===== src/rtl/dsp_pkg.sv =====
// ============================================================================
// Module      : dsp_pkg
// Description : Shared width, frame length and FSM state type for dsp_accum.
// Revision    : 1.0 - initial release
// ============================================================================
`default_nettype none

package dsp_pkg;

    localparam int DSP_P_W       = 48;
    localparam int DEF_FRAME_LEN = 8;

    typedef enum logic [1:0] {
        IDLE     = 2'd0,
        ACCUM    = 2'd1,
        OUT_WAIT = 2'd2
    } state_t;

endpackage

`default_nettype wire


===== src/rtl/dsp_sat_add.sv =====
// ============================================================================
// Module      : dsp_sat_add
// Description : Combinational unsigned saturating adder with overflow flag.
// Revision    : 1.0 - initial release
// ============================================================================
`default_nettype none

module dsp_sat_add #(
    parameter int W = 48
) (
    input  logic [W-1:0] a,
    input  logic [W-1:0] b,
    output logic [W-1:0] sum,
    output logic         ovf
);

    logic [W:0] w_full;

    assign w_full = {1'b0, a} + {1'b0, b};
    assign ovf    = w_full[W];
    assign sum    = w_full[W] ? {W{1'b1}} : w_full[W-1:0];

endmodule

`default_nettype wire


===== src/rtl/dsp_accum.sv =====
// ============================================================================
// Module      : dsp_accum
// Description : Sums FRAME_LEN unsigned DSP results per frame with saturation
//               and a valid/ready output register.
// Revision    : 1.0 - initial release
// ============================================================================
`default_nettype none

module dsp_accum
    import dsp_pkg::*;
#(
    parameter int FRAME_LEN = dsp_pkg::DEF_FRAME_LEN,
    parameter int P_W       = dsp_pkg::DSP_P_W
) (
    input  logic           clk,
    input  logic           rst,
    input  logic           clr,
    input  logic [P_W-1:0] p_in,
    input  logic           p_valid,
    output logic           p_ready,
    output logic [P_W-1:0] sum_out,
    output logic           sum_valid,
    input  logic           sum_ready,
    output logic           sum_ovf
);

    localparam logic [7:0] c_LAST = 8'(FRAME_LEN - 1);

    state_t         r_state;
    logic [P_W-1:0] r_acc;
    logic [7:0]     r_count;
    logic           r_sticky;

    logic [P_W-1:0] w_sum;
    logic           w_ovf;
    logic           w_accept;
    logic           w_hs;
    logic           w_last;

    // acc is held at zero between frames, so the first sample needs no mux.
    dsp_sat_add #(
        .W (P_W)
    ) u_sat_add (
        .a   (r_acc),
        .b   (p_in),
        .sum (w_sum),
        .ovf (w_ovf)
    );

    assign p_ready  = (r_state == OUT_WAIT) ? sum_ready : 1'b1;
    assign w_accept = p_valid & p_ready;
    assign w_hs     = sum_valid & sum_ready;
    assign w_last   = w_accept & (r_count == c_LAST);

    always_ff @(posedge clk or posedge rst) begin
        if (rst) begin
            r_state   <= IDLE;
            r_acc     <= '0;
            r_count   <= '0;
            r_sticky  <= 1'b0;
            sum_out   <= '0;
            sum_ovf   <= 1'b0;
            sum_valid <= 1'b0;
        end else if (clr) begin
            r_acc    <= '0;
            r_count  <= '0;
            r_sticky <= 1'b0;
            if (w_hs) begin
                sum_valid <= 1'b0;
                r_state   <= IDLE;
            end else if (r_state != OUT_WAIT) begin
                r_state <= IDLE;
            end
        end else if (w_last) begin
            sum_out   <= w_sum;
            sum_ovf   <= r_sticky | w_ovf;
            sum_valid <= 1'b1;
            r_acc     <= '0;
            r_count   <= '0;
            r_sticky  <= 1'b0;
            r_state   <= OUT_WAIT;
        end else begin
            if (w_accept) begin
                r_acc    <= w_sum;
                r_count  <= r_count + 8'd1;
                r_sticky <= r_sticky | w_ovf;
            end
            // In OUT_WAIT an accepted sample always coincides with the handshake.
            if (w_hs) begin
                sum_valid <= 1'b0;
                r_state   <= (w_accept || (r_count != 8'd0)) ? ACCUM : IDLE;
            end else if (w_accept) begin
                r_state <= ACCUM;
            end
        end
    end

endmodule

`default_nettype wire


===== config.mk =====
export PLATFORM = sky130hd
export DESIGN_NAME = dsp_accum
export DESIGN_NICKNAME = d
export VERILOG_FILES = /design/src/rtl/dsp_pkg.sv /design/src/rtl/dsp_sat_add.sv /design/src/rtl/dsp_accum.sv
export SDC_FILE = /design/constraint.sdc
export NUM_CORES = 1
export LEC_CHECK = 0
export CAP_MARGIN = 10
export CORE_AREA = 2 2 103 144
export CTS_CLUSTER_DIAMETER = 200
export DETAILED_ROUTE_END_ITERATION = 8
export DIE_AREA = 0 0 105 146
export HOLD_SLACK_MARGIN = 0.05
export PLACE_DENSITY = 0.83
export SKIP_CTS_REPAIR_TIMING = 1
export SLEW_MARGIN = 20
export SYNTH_ARGS = -nofsm -noshare
export SYNTH_HDL_FRONTEND = slang
export SYNTH_SLANG_ARGS = --single-unit

===== constraint.sdc =====
create_clock -name clk -period 3.5 [get_ports clk]
set_clock_uncertainty 0.05 [all_clocks]
set_input_delay 0.35 -clock clk [delete_from_list [all_inputs] [get_ports clk]]
set_output_delay 0.35 -clock clk [all_outputs]
set_load 0.03 [all_outputs]

==> results of run 1 <==
## cell type report
type / count / share of cell area (%)
multi-input combinational: 637 / 45.9
sequential: 109 / 30.7
timing repair buffer: 159 / 16.8
clock buffer: 11 / 2.73
tap: 185 / 2.60
clock inverter: 4 / 0.816
inverter: 12 / 0.534
## metrics by stage
step	instances	power, W	hold WS, ns
final	1117	0.00672	0.368
after global routing	1117	0.00719	0.460
after CTS	1112	0.00648	0.404
after detailed placement	1097	0.00534	0.426
after global placement	1097	0.00529	0.416
after floorplan	801	0.00418	0.403
## cell usage in the layout, fill, tap and decap left out, types with 9 or more instances in the layout
cell             netlist  final
o21ai_0               67     66
a21oi_1               98     97
a21o_1                21     21
a211oi_1               9      9
nor3_1                10     10
buf_4                  0     52
xor2_1                24     24
nor2_1               118    113
nand2_1               86     86
xnor2_1               25     24
nand3_1               13     13
o22a_1                 9      9
dfrtp_1              109    109
ha_1                  50     44
o221a_1                9      9
clkdlybuf4s50_1        0    102
clkbuf_16              0      9
nand4_1               17     17
inv_1                 12     11
## worst min path at each step
stage                                     start                      end  slack (ns)
after global routing                        rst  sum_out[18]$_DFFE_PP0P_        0.46
after detailed placement  r_acc[19]$_DFFE_PP0P_    r_acc[19]$_DFFE_PP0P_        0.43
after floorplan           r_acc[19]$_DFFE_PP0P_    r_acc[19]$_DFFE_PP0P_        0.40
after CTS                                   rst  sum_out[18]$_DFFE_PP0P_        0.40
after global placement    r_acc[14]$_DFFE_PP0P_    r_acc[14]$_DFFE_PP0P_        0.42
final                                       rst  sum_out[18]$_DFFE_PP0P_        0.37
## power groups by stage
stage               Clock (W)  Combinational [W]  Sequential [W]
floorplan                   0            0.00251         0.00167
global placement            0            0.00359         0.00169
detailed placement          0            0.00364         0.00170
CTS                   0.00112            0.00367         0.00169
global route          0.00117            0.00429         0.00173
finish                0.00110            0.00392         0.00170
## routing by layer
layer / vias up / share of wire, % / GRT usage [%]
met1: 3141 / 39 / 30.8
met5: - / 0 / 0
met4: 0 / 3.2 / 12.7
li1: 3115 / - / -
met3: 47 / 3.8 / 4.21
met2: 185 / 54 / 47.2
## logic make-up (layout without fill, tap and decap cells)
kind of cell,count (synthesis),after routing,share of synthesized area (%)
fa+ha+maj,51,51,9.40
simple gates,271,271,17.0
compound gates,264,264,24.1
flops,109,109,39.7
mux,2,2,0.328
xor+xnor,49,49,6.25
buf+inv,55,186,3.23
## flip-flops by register name, summed over array words and instances, names as in the netlist
register   cells
r_acc         48
r_count        8
r_state        2
r_sticky       1
sum_out       48
sum_ovf        1
sum_valid      1
==> reports/results.ini, run 1 <==
[placed_design]
hpwlAfterDp_um = 14900
port_buffers = 103
placed_cell_area_mm2 = 0.00839
gpl.final_weighted_congestion = 1.01
preCtsSetupSlack_ns = -0.535

[finish]
final_area_mm2 = 0.00890
drive_gt1_share_pct = 10.6
finish.net_count = 1032
multi_input_comb_area_mm2 = 0.00408
regArea_mm2 = 0.00273
final_util_pct = 64.0
n_antenna_cell = 0
num-fill-cells = 1193
flow.area_growth_from_synthesis_pct = 29.6

[setup_path]
setup_crit_end_kind = register
rr_endpoint = r_acc[11]$_DFFE_PP0P_
worstSetupPathDepth = 15
most_frequent_cell_on_the_critical_path = a21o_1
critical_path_start_type = primary input
critical-path-top-delay-family = compound AO/OA/AOI/OAI gates
worst-r2r-setup-slack_ns = 0.09
timing.critical_path.from = p_in[0]
cp.arrival_ns = 3.59
critical_path.slowest_cell = clkdlybuf4s50_1
cpPeakStageDelay_ns = 0.41
critPathCapture = r_acc[11]$_DFFE_PP0P_
crit_path_cell_trace = clkdlybuf4s50_1 -> ha_2 -> fa_2 -> a21o_1 -> a221o_2 -> a21o_1 -> and3_4 -> a211o_4 -> nand3_2 -> nand2_1 -> o21a_1 -> buf_6 -> buf_12 -> nor2_1 -> o21ai_0
critical_path_required_ns = 3.67
timing_worst_setup_path_type = primary input to register
timing.critical_path.buf_inv = 3
reg2regPathDepth = 14
start_of_the_worst_register_to_register_path = r_acc[0]$_DFFE_PP0P_
critical_path_peak_fanout = 12

[cts]
tritoncts_num_sinks = 109
cts-root-buf = clkbuf_16
clk_path_buf_depth = 2
cts_tree = yes
worst_setup_hold_path_clk_slew_ns = 0.06
clk-insertion-delay-late_ns = 0.37
cts-buffers-inserted = 9
htree_num_levels = 3

[timing]
hold_violations = 0
finalWorstPathRequiredPeriod_ns = 3.41
final_setup_violation_count = 0
final.period_utilization_pct = 97.5
timing.setup.tns_ns = 0
finalWorstSetupSlack_ns = 0.0858
rsz0062_at_grt = yes
fmax_mhz = 293
slew_headroom_pct = 57.9
pin_slew_with_the_least_headroom_to_its_limit_ns = 0.631
max_transition_viols_final = 0

[pwr]
powerDensity_mw_per_mm2 = 756
largest_vdd_supply_drop_mv = 0.370
power.share.switching_pct = 43.4
comb_power_share_pct = 58.3
seq_power_share_pct = 25.3
cellInternalPower_w = 0.00380
pleak_nw = 4.05
power.net_switching_w = 0.00292
pwr-share-clk_pct = 16.4

[yosys]
seq_area_frac_synth_pct = 39.7
syn-mean-instance-area_um2 = 8.57
synth_area_leaders = dfrtp_1, ha_1, a21oi_1, nor2_1, o21ai_0
synthesis.yosys.warnings = 0
ys_dominant_reg_cell = dfrtp_1
synth_cell_type_count = 51
post_synth_inst_count = 801
post-synth-top-area-cell = dfrtp_1
synth_net_count = 905
synth-edff-count = 0
synthDominantCellAreaShare_pct = 39.7
flops_latches_synth = 109
synth.top_cells.by_count = nor2_1, dfrtp_1, a21oi_1
synthMostInstantiatedCell = nor2_1
post_synth_instance_area_mm2 = 0.00687
async_reset_ff_share_pct = 100

[global_routing]
track_usage_pct = 26.5
grt_total_ovfl = 0
grt_pass1_vias = 6652
grt_start_max_net_pins = 60
antenna_violations_before_repair = 0
first_pass_grt_wire_length_um = 32500

[routing]
ant_nets = 0
vias_per_cell = 5.81
drc = 0
dr.pass1.iters = 5
detailedRoute.firstIterationViolations = 355
routed_wl_um = 19900
routed_wire_length_per_instance_um = 17.8
vias = 6488

[die]
initial_core_util_pct = 49.4
standard_cell_row_count = 51
fp.coreArea_mm2 = 0.0139
die_outline_height_um = 146
die_x_um = 105
fp.dieArea_mm2 = 0.0153
top_level_pins = 104

[outcome]
outcome = finished, final reports clean

[run]
cap_violations = 0

[worst_hold_path]
min-delay-path-class = primary input to asynchronous set/reset pin

No activity file was read; power rests on OpenSTA's default activity.
==> run 2, diff against run 1 <==
--- a/config.mk
+++ b/config.mk
@@ -6,14 +6,15 @@
 export NUM_CORES = 1
 export LEC_CHECK = 0
 export CAP_MARGIN = 10
-export CORE_AREA = 2 2 103 144
+export CORE_AREA = 2 2 105 148
 export CTS_CLUSTER_DIAMETER = 200
 export DETAILED_ROUTE_END_ITERATION = 8
-export DIE_AREA = 0 0 105 146
+export DIE_AREA = 0 0 107 150
 export HOLD_SLACK_MARGIN = 0.05
 export PLACE_DENSITY = 0.83
 export SKIP_CTS_REPAIR_TIMING = 1
 export SLEW_MARGIN = 20
 export SYNTH_ARGS = -nofsm -noshare
 export SYNTH_HDL_FRONTEND = slang
+export SYNTH_HIERARCHICAL = 1
 export SYNTH_SLANG_ARGS = --single-unit
==> run 2 against run 1 <==
Count of clock-buffer cells in the layout is 1 lower. Non-clock buffer count is 20 higher. Die area is 4.7% higher. First-iteration DRC count is 18% lower. Sequential power is 12% lower. Critical endpoint is now sum_out[47]$_DFFE_PP0P_. Clock power is 5% lower. Total power is 29% lower. Critical path depth is 1 lower. Combinational power is 43% lower. Via count is 2.1% lower.
==> reports/results.ini, run 2 <==
[pwr]
power.share.switching_pct = 37.7  ; was 43.4%
largest_vdd_supply_drop_mv = 0.237  ; was 0.370 mV
pwr-share-clk_pct = 21.9  ; was 16.4%
cellInternalPower_w = 0.00296  ; was 0.00380 W
post-layout-total-power_w = 0.00474  ; was 0.00672 W
comb_power_share_pct = 46.7  ; was 58.3%
pleak_nw = 4.44  ; was 4.05 nW
powerDensity_mw_per_mm2 = 506  ; was 756 mW/mm²
power.net_switching_w = 0.00179  ; was 0.00292 W
seq_power_share_pct = 31.3  ; was 25.3%

[run]
cap_violations = 0  ; unchanged

[timing]
rsz0062_at_grt = yes  ; unchanged
fmax_mhz = 288  ; was 293 MHz
final_setup_violation_count = 0  ; unchanged
finalWorstPathRequiredPeriod_ns = 3.47  ; was 3.41 ns
hold_violations = 0  ; unchanged
final.period_utilization_pct = 99.2  ; was 97.5%
finalWorstSetupSlack_ns = 0.0292  ; was 0.0858 ns
pin_slew_with_the_least_headroom_to_its_limit_ns = 0.968  ; was 0.631 ns
timing.setup.tns_ns = 0  ; unchanged
max_transition_viols_final = 0  ; unchanged
slew_headroom_pct = 35.4  ; was 57.9%

[placed_design]
port_buffers = 103  ; unchanged
gpl.final_weighted_congestion = 0.954  ; was 1.01
placed_cell_area_mm2 = 0.00886  ; was 0.00839 mm²
preCtsSetupSlack_ns = -0.555  ; was -0.535 ns
hpwlAfterDp_um = 14000  ; was 14900 µm

[worst_hold_path]
min-delay-path-class = primary input to asynchronous set/reset pin  ; unchanged

[yosys]
synth_net_count = 838  ; was 905
post-synth-top-area-cell = dfrtp_1  ; unchanged
synth.top_cells.by_count = dfrtp_1, nand2_1, a21oi_1  ; was nor2_1, dfrtp_1, a21oi_1
async_reset_ff_share_pct = 100  ; unchanged
synth-simple-area-share_pct = 12.8  ; was 17.0%
ys_dominant_reg_cell = dfrtp_1  ; unchanged
synth_mux_area_share_pct = 8.09  ; was 0.328%
seq_area_frac_synth_pct = 37.8  ; was 39.7%
compound_gate_fraction_of_synth_area_pct = 23.5  ; was 24.1%
synth_area_leaders = dfrtp_1, ha_1, mux2_2, a22o_1, a21oi_1  ; was dfrtp_1, ha_1, a21oi_1, nor2_1, o21ai_0
synth-edff-count = 0  ; unchanged
synthDominantCellAreaShare_pct = 37.8  ; was 39.7%
post_synth_fa_ha_maj_area_fraction_pct = 8.94  ; was 9.40%
flops_latches_synth = 109  ; unchanged
synthXorXnorAreaFrac_pct = 4.73  ; was 6.25%
synthesis.yosys.warnings = 6  ; was 0
post_synth_inst_count = 734  ; was 801
synth_top_family_by_area = compound AO/OA/AOI/OAI gates  ; unchanged
post_synth_instance_area_mm2 = 0.00722  ; was 0.00687 mm²
synth_cell_type_count = 76  ; was 51
syn-mean-instance-area_um2 = 9.83  ; was 8.57 µm²
synthMostInstantiatedCell = dfrtp_1  ; was nor2_1

[die]
top_level_pins = 104  ; unchanged
standard_cell_row_count = 53  ; was 51
fp.dieArea_mm2 = 0.0161  ; was 0.0153 mm²
die_outline_height_um = 150  ; was 146 µm
fp.coreArea_mm2 = 0.0148  ; was 0.0139 mm²
initial_core_util_pct = 48.8  ; was 49.4%
die_x_um = 107  ; was 105 µm

[cts]
cts-buffers-inserted = 9  ; unchanged
worst_setup_hold_path_clk_slew_ns = 0.08  ; was 0.06 ns
cts-root-buf = clkbuf_16  ; unchanged
tritoncts_num_sinks = 109  ; unchanged
clk_path_buf_depth = 2  ; unchanged
htree_num_levels = 3  ; unchanged
clk-insertion-delay-late_ns = 0.36  ; was 0.37 ns
cts_tree = yes  ; unchanged

[routing]
vias = 6351  ; was 6488
vias_per_cell = 5.84  ; was 5.81
routed_wl_um = 18900  ; was 19900 µm
dr.pass1.iters = 6  ; was 5
ant_nets = 0  ; unchanged
detailedRoute.firstIterationViolations = 292  ; was 355
drc = 0  ; unchanged
routed_wire_length_per_instance_um = 17.4  ; was 17.8 µm

[finish]
num-fill-cells = 1197  ; was 1193
drive_gt1_share_pct = 21.5  ; was 10.6%
final_util_pct = 63.4  ; was 64.0%
final_area_mm2 = 0.00937  ; was 0.00890 mm²
finish.net_count = 995  ; was 1032
n_antenna_cell = 0  ; unchanged
most-common-layout-cells = dfrtp_1, clkdlybuf4s50_1, buf_4  ; was nor2_1, dfrtp_1, clkdlybuf4s50_1
flow.area_growth_from_synthesis_pct = 29.8  ; was 29.6%
layout_commonest_cell = dfrtp_1  ; was nor2_1
biggestRegsByFlops = r_acc (48), sum_out (48), r_count (8)  ; unchanged

[global_routing]
grt_total_ovfl = 0  ; unchanged
grt_start_max_net_pins = 110  ; was 60
grt_pass1_vias = 6419  ; was 6652
track_usage_pct = 23.8  ; was 26.5%
antenna_violations_before_repair = 0  ; unchanged
first_pass_grt_wire_length_um = 30200  ; was 32500 µm

[outcome]
outcome = finished, final reports clean  ; unchanged

[setup_path]
critical_path_peak_fanout = 9  ; was 12
critical_path_start_type = register  ; was primary input
timing_worst_setup_path_type = register to register  ; was primary input to register
cp.arrival_ns = 3.67  ; was 3.59 ns
setup_crit_end_kind = register  ; unchanged
critical_path_required_ns = 3.69  ; was 3.67 ns

## run 2: routing by layer
layer	global-route usage [%]	share of wire, %	vias to the layer above
met5	0	0	-
met4	11.7	3.5	0
li1	-	-	3024
met1	27.4	41	3094
met3	4.53	3.7	56
met2	42.2	52	177
## run 2: per-stage QoR
stage          hold WS (ns)  cells
2_1_floorplan         0.430    734
3_3_place_gp          0.440   1067
3_5_place_dp          0.446   1067
4_1_cts               0.459   1083
5_1_grt               0.470   1088
6_report              0.427   1088
## run 2: path summary, 6_finish.rpt
path                                         start                 endpoint  slack (ns)  depth (start not counted)
max                           r_acc[0]$_DFFE_PP0P_  sum_out[47]$_DFFE_PP0P_        0.03                         14
min                                            rst  sum_out[14]$_DFFE_PP0P_        0.43                          3
max reg2reg                   r_acc[0]$_DFFE_PP0P_  sum_out[47]$_DFFE_PP0P_        0.03                         14
min reg2reg                sum_out[21]$_DFFE_PP0P_  sum_out[21]$_DFFE_PP0P_        0.46                          1
max in group asynchronous                      rst    r_acc[33]$_DFFE_PP0P_        2.53                          3
min in group clk           sum_out[21]$_DFFE_PP0P_  sum_out[21]$_DFFE_PP0P_        0.46                          1
## run 2: cell type report
cell class	instances	area, µm²	share of cell area, %
Tap cell	192	240	2.56
Sequential cell	109	2730	29.1
Multi-Input combinational cell	570	4360	46.5
Clock inverter	6	71.3	0.761
Timing Repair Buffer	179	1660	17.7
Clock buffer	10	229	2.44
Inverter	22	87.6	0.935
## run 2: logic make-up after synthesis
group,Yosys count
compound gates,242
xor+xnor,39
fa+ha+maj,51
buf+inv,55
flops,109
mux,52
simple gates,186
## run 2: critical path: stages (launching register included)
cell and delay, ns:
dfrtp_1 0.39, ha_2 0.20, fa_2 0.35, a211oi_2 0.25, o211ai_1 0.20, buf_4 0.19
a2111oi_4 0.48, nor4_4 0.08, o211ai_1 0.20, a31o_2 0.30, buf_12 0.17, nand2_1 0.05
a21oi_1 0.11, a31oi_1 0.07, mux2_4 0.27
## run 2: power by group through the flow
stage | sequential [W] | clock [W] | combinational [W]
detailed placement | 0.00150 | 0 | 0.00206
global route | 0.00150 | 0.00112 | 0.00242
finish | 0.00149 | 0.00104 | 0.00222
CTS | 0.00148 | 0.00107 | 0.00208
global placement | 0.00150 | 0 | 0.00201
floorplan | 0.00153 | 0 | 0.00135
==> RTL change, RTL diff (config.mk and constraints of run 1) <==
Register the output `sum_ovf` once more; this adds one clock of latency there. The other outputs are not delayed to match.
--- a/src/rtl/dsp_accum.sv
+++ b/src/rtl/dsp_accum.sv
@@ -25,6 +25,8 @@
 );
 
     localparam logic [7:0] c_LAST = 8'(FRAME_LEN - 1);
+
+    logic sum_ovf_s0;
 
     state_t         r_state;
     logic [P_W-1:0] r_acc;
@@ -59,7 +61,7 @@
             r_count   <= '0;
             r_sticky  <= 1'b0;
             sum_out   <= '0;
-            sum_ovf   <= 1'b0;
+            sum_ovf_s0 <= 1'b0;
             sum_valid <= 1'b0;
         end else if (clr) begin
             r_acc    <= '0;
@@ -73,7 +75,7 @@
             end
         end else if (w_last) begin
             sum_out   <= w_sum;
-            sum_ovf   <= r_sticky | w_ovf;
+            sum_ovf_s0 <= r_sticky | w_ovf;
             sum_valid <= 1'b1;
             r_acc     <= '0;
             r_count   <= '0;
@@ -95,6 +97,10 @@
         end
     end
 
+    always_ff @(posedge clk) begin
+        sum_ovf <= sum_ovf_s0;
+    end
+
 endmodule
 
 `default_nettype wire
Behaviour: not the same (Yosys sat finds a counterexample within 10 cycles, from zero or initial values and one cycle with rst high).
==> RTL change against run 1 <==
  * Sequential cell count rose by 1
  * Core utilization fell by 0.77 points
  * Synthesized area rose by 0.29%
  * First-iteration DRC count fell by 39%
  * Global-route usage fell by 0.65 points
  * Wire length fell by 3.0%
  * Non-clock buffer count rose by 2
  * Setup slack improved by 0.0087 ns
  * Sequential share of layout area rose by 0.60 points
  * Final area fell by 1.2%
  * Total power fell by 3.5%
  * Highest routed layer unchanged
==> RTL change: results (changes against run 1) <==
| Metric | Value |
|---|---|
| DRT Pass-1 Iters | 5 (unchanged) |
| Fillers | 1228 (+2.9%) |
| Async S/R FF share, synth | 99.09% (-0.91 points) |
| Slowest cell on the critical path | clkdlybuf4s50_1 |
| Main synth FF type | dfrtp_1 |
| XOR/XNOR Fraction of Synth Area | 6.232% (-0.018 points) |
| WL/cell | 17.26 µm (-3.2%) |
| Cells after Synth | 802 (+0.12%) |
| Mapped Nets | 906 (+0.11%) |
| Max Cap Viol | 0 (unchanged) |
| Leakage | 4.039 nW (-0.32%) |
| Inserted Diodes | 0 (unchanged) |
| CP Max Fanout | 5 (-7) |
| Skew-Pair Late Insertion Delay | 0.37 ns (about the same) |
| Crit. Startpoint | p_in[9] |
| Final WL | 19340 µm (-3.0%) |
| CTS max path bufs | 2 (unchanged) |
| Num CTS Buffers | 9 (unchanged) |
| Peak VDD IR | 341.5 µV (-7.7%) |
| Layout cells sized above 1 | 10.48% (-0.14 points) |
| Status | complete, no violations |
| Synth cell count leaders | 118 x nor2_1, 109 x dfrtp_1, 98 x a21oi_1 |
| Vias in the first global route | 6581 (-1.1%) |
| Gp weighted congestion | 0.9752 (-3.6%) |
| Initial antenna violation count | 0 (unchanged) |
| FF-to-FF Start | r_acc[7]$_DFFE_PP0P_ |
| Compound-gate portion of the synthesized area | 23.98% (-0.070 points) |
| Placed insts | 1104 (+0.64%) |
| Largest net degree at the start of global routing | 66 (+10%) |
| Synth unique cells | 52 (+2.0%) |
| Root Driver | clkbuf_16 |
| Gr usage total | 25.85% (-0.65 points) |
| Synthesis Warnings | 0 (unchanged) |
| I/O Buffers | 103 (unchanged) |
| Post-synthesis mux area share | 0.3270% (-0.00095 points) |
| Biggest regs | r_acc: 48 flops, sum_out: 48 flops, r_count: 8 flops |
| Delay-heaviest family, CP | compound AO/OA/AOI/OAI gates |
| Count of nets after finishing | 1035 (+0.29%) |
| Hold Crit Class | in2async |
| Critical path arrival | 3.66 ns (+0.07 ns) |
| First-pass GRT wire length | 31720 µm (-2.3%) |
| Reg clk slew, reported paths | 0.07 ns |
| Rel. slew slack | 61.39% (+3.5 points) |
| H-tree depth | 3 (unchanged) |
| Top cells by area, synth | dfrtp_1 40%, ha_1 9.1%, a21oi_1 7.1%, nor2_1 6.4%, o21ai_0 4.9% |
| Initial DRC count | 216 (-39%) |
| Part of the Yosys area used for sequential elements | 39.90% (+0.18 points) |
| Post-Synth Adder-Cell Area | 9.375% (-0.027 points) |
| Half-perimeter wire length after detailed placement | 14880 µm (-0.35%) |
| Total number of vias | 6427 (-0.94%) |
| Crit path largest cell delay | 0.43 ns (+0.02 ns) |
| Switch Pwr | 2.878 mW (-1.4%) |
RTL change: changes by cell type after synthesis:
cell            run 1  this run
dfxtp_1             0         1
RTL change: logic make-up (layout without fill, tap and decap cells):
group	Yosys count	after routing
buffers and inverters	55	188
adder cells (fa/ha/maj)	51	51
multiplexers	2	2
AND/OR/NAND/NOR	271	271
AO/OA/AOI/OAI	264	264
XOR/XNOR	49	49
flip-flops	110	110
RTL change: path summary, 6_finish.rpt:
| kind | endpoint | slack, ns | cells past startpoint |
|---|---|---|---|
| setup / recovery | r_acc[46]$_DFFE_PP0P_ | 0.09 | 14 |
| hold / removal | sum_out[25]$_DFFE_PP0P_ | 0.34 | 2 |
| setup reg to reg | r_acc[46]$_DFFE_PP0P_ | 0.09 | 13 |
| hold reg to reg | sum_ovf$_DFF_P_ | 0.35 | 0 |
| max in group asynchronous | r_acc[33]$_DFFE_PP0P_ | 2.32 | 3 |
| min in group clk | sum_ovf$_DFF_P_ | 0.35 | 0 |
RTL change: layout make-up:
class | instances | area (µm²) | share of cell area, %
timing repair buffer | 161 | 1495 | 17.01
clock inverter | 6 | 43.79 | 0.4983
tap | 185 | 231.5 | 2.634
inverter | 12 | 47.55 | 0.5410
sequential | 110 | 2748 | 31.26
clock buffer | 9 | 225.2 | 2.563
multi-input combinational | 637 | 3998 | 45.49
RTL change: stage by stage:
| step | worst slack [ns] | setup TNS (ns) | hold WS [ns] | power [mW] | cell area [µm²] |
|---|---|---|---|---|---|
| floorplan | 0.1222 | 0 | 0.2978 | 4.192 | 6887 |
| global placement | -0.4101 | -27.92 | 0.3058 | 5.295 | 8434 |
| detailed placement | -0.4651 | -33.10 | 0.3339 | 5.343 | 8434 |
| CTS | -0.1041 | -1.608 | 0.3501 | 6.331 | 8703 |
| global route | -0.01200 | -0.02201 | 0.3517 | 6.979 | 8788 |
| finish | 0.09449 | 0 | 0.3441 | 6.486 | 8788 |
RTL change: per-layer routing:
metal,vias to the layer above,global-route usage [%],share of wire (%)
met5,-,0,0
met4,0,12.47,3.4
met3,43,2.911,3.3
met2,148,46.53,53
met1,3108,30.34,40
li1,3128,-,-
RTL change: power groups by stage:
stage,sequential (mW),combinational (mW),clock [mW]
after floorplan,1.68,2.51,0
after global placement,1.71,3.59,0
after detailed placement,1.71,3.63,0
after CTS,1.70,3.65,0.979
after global routing,1.73,4.22,1.03
final,1.70,3.82,0.968
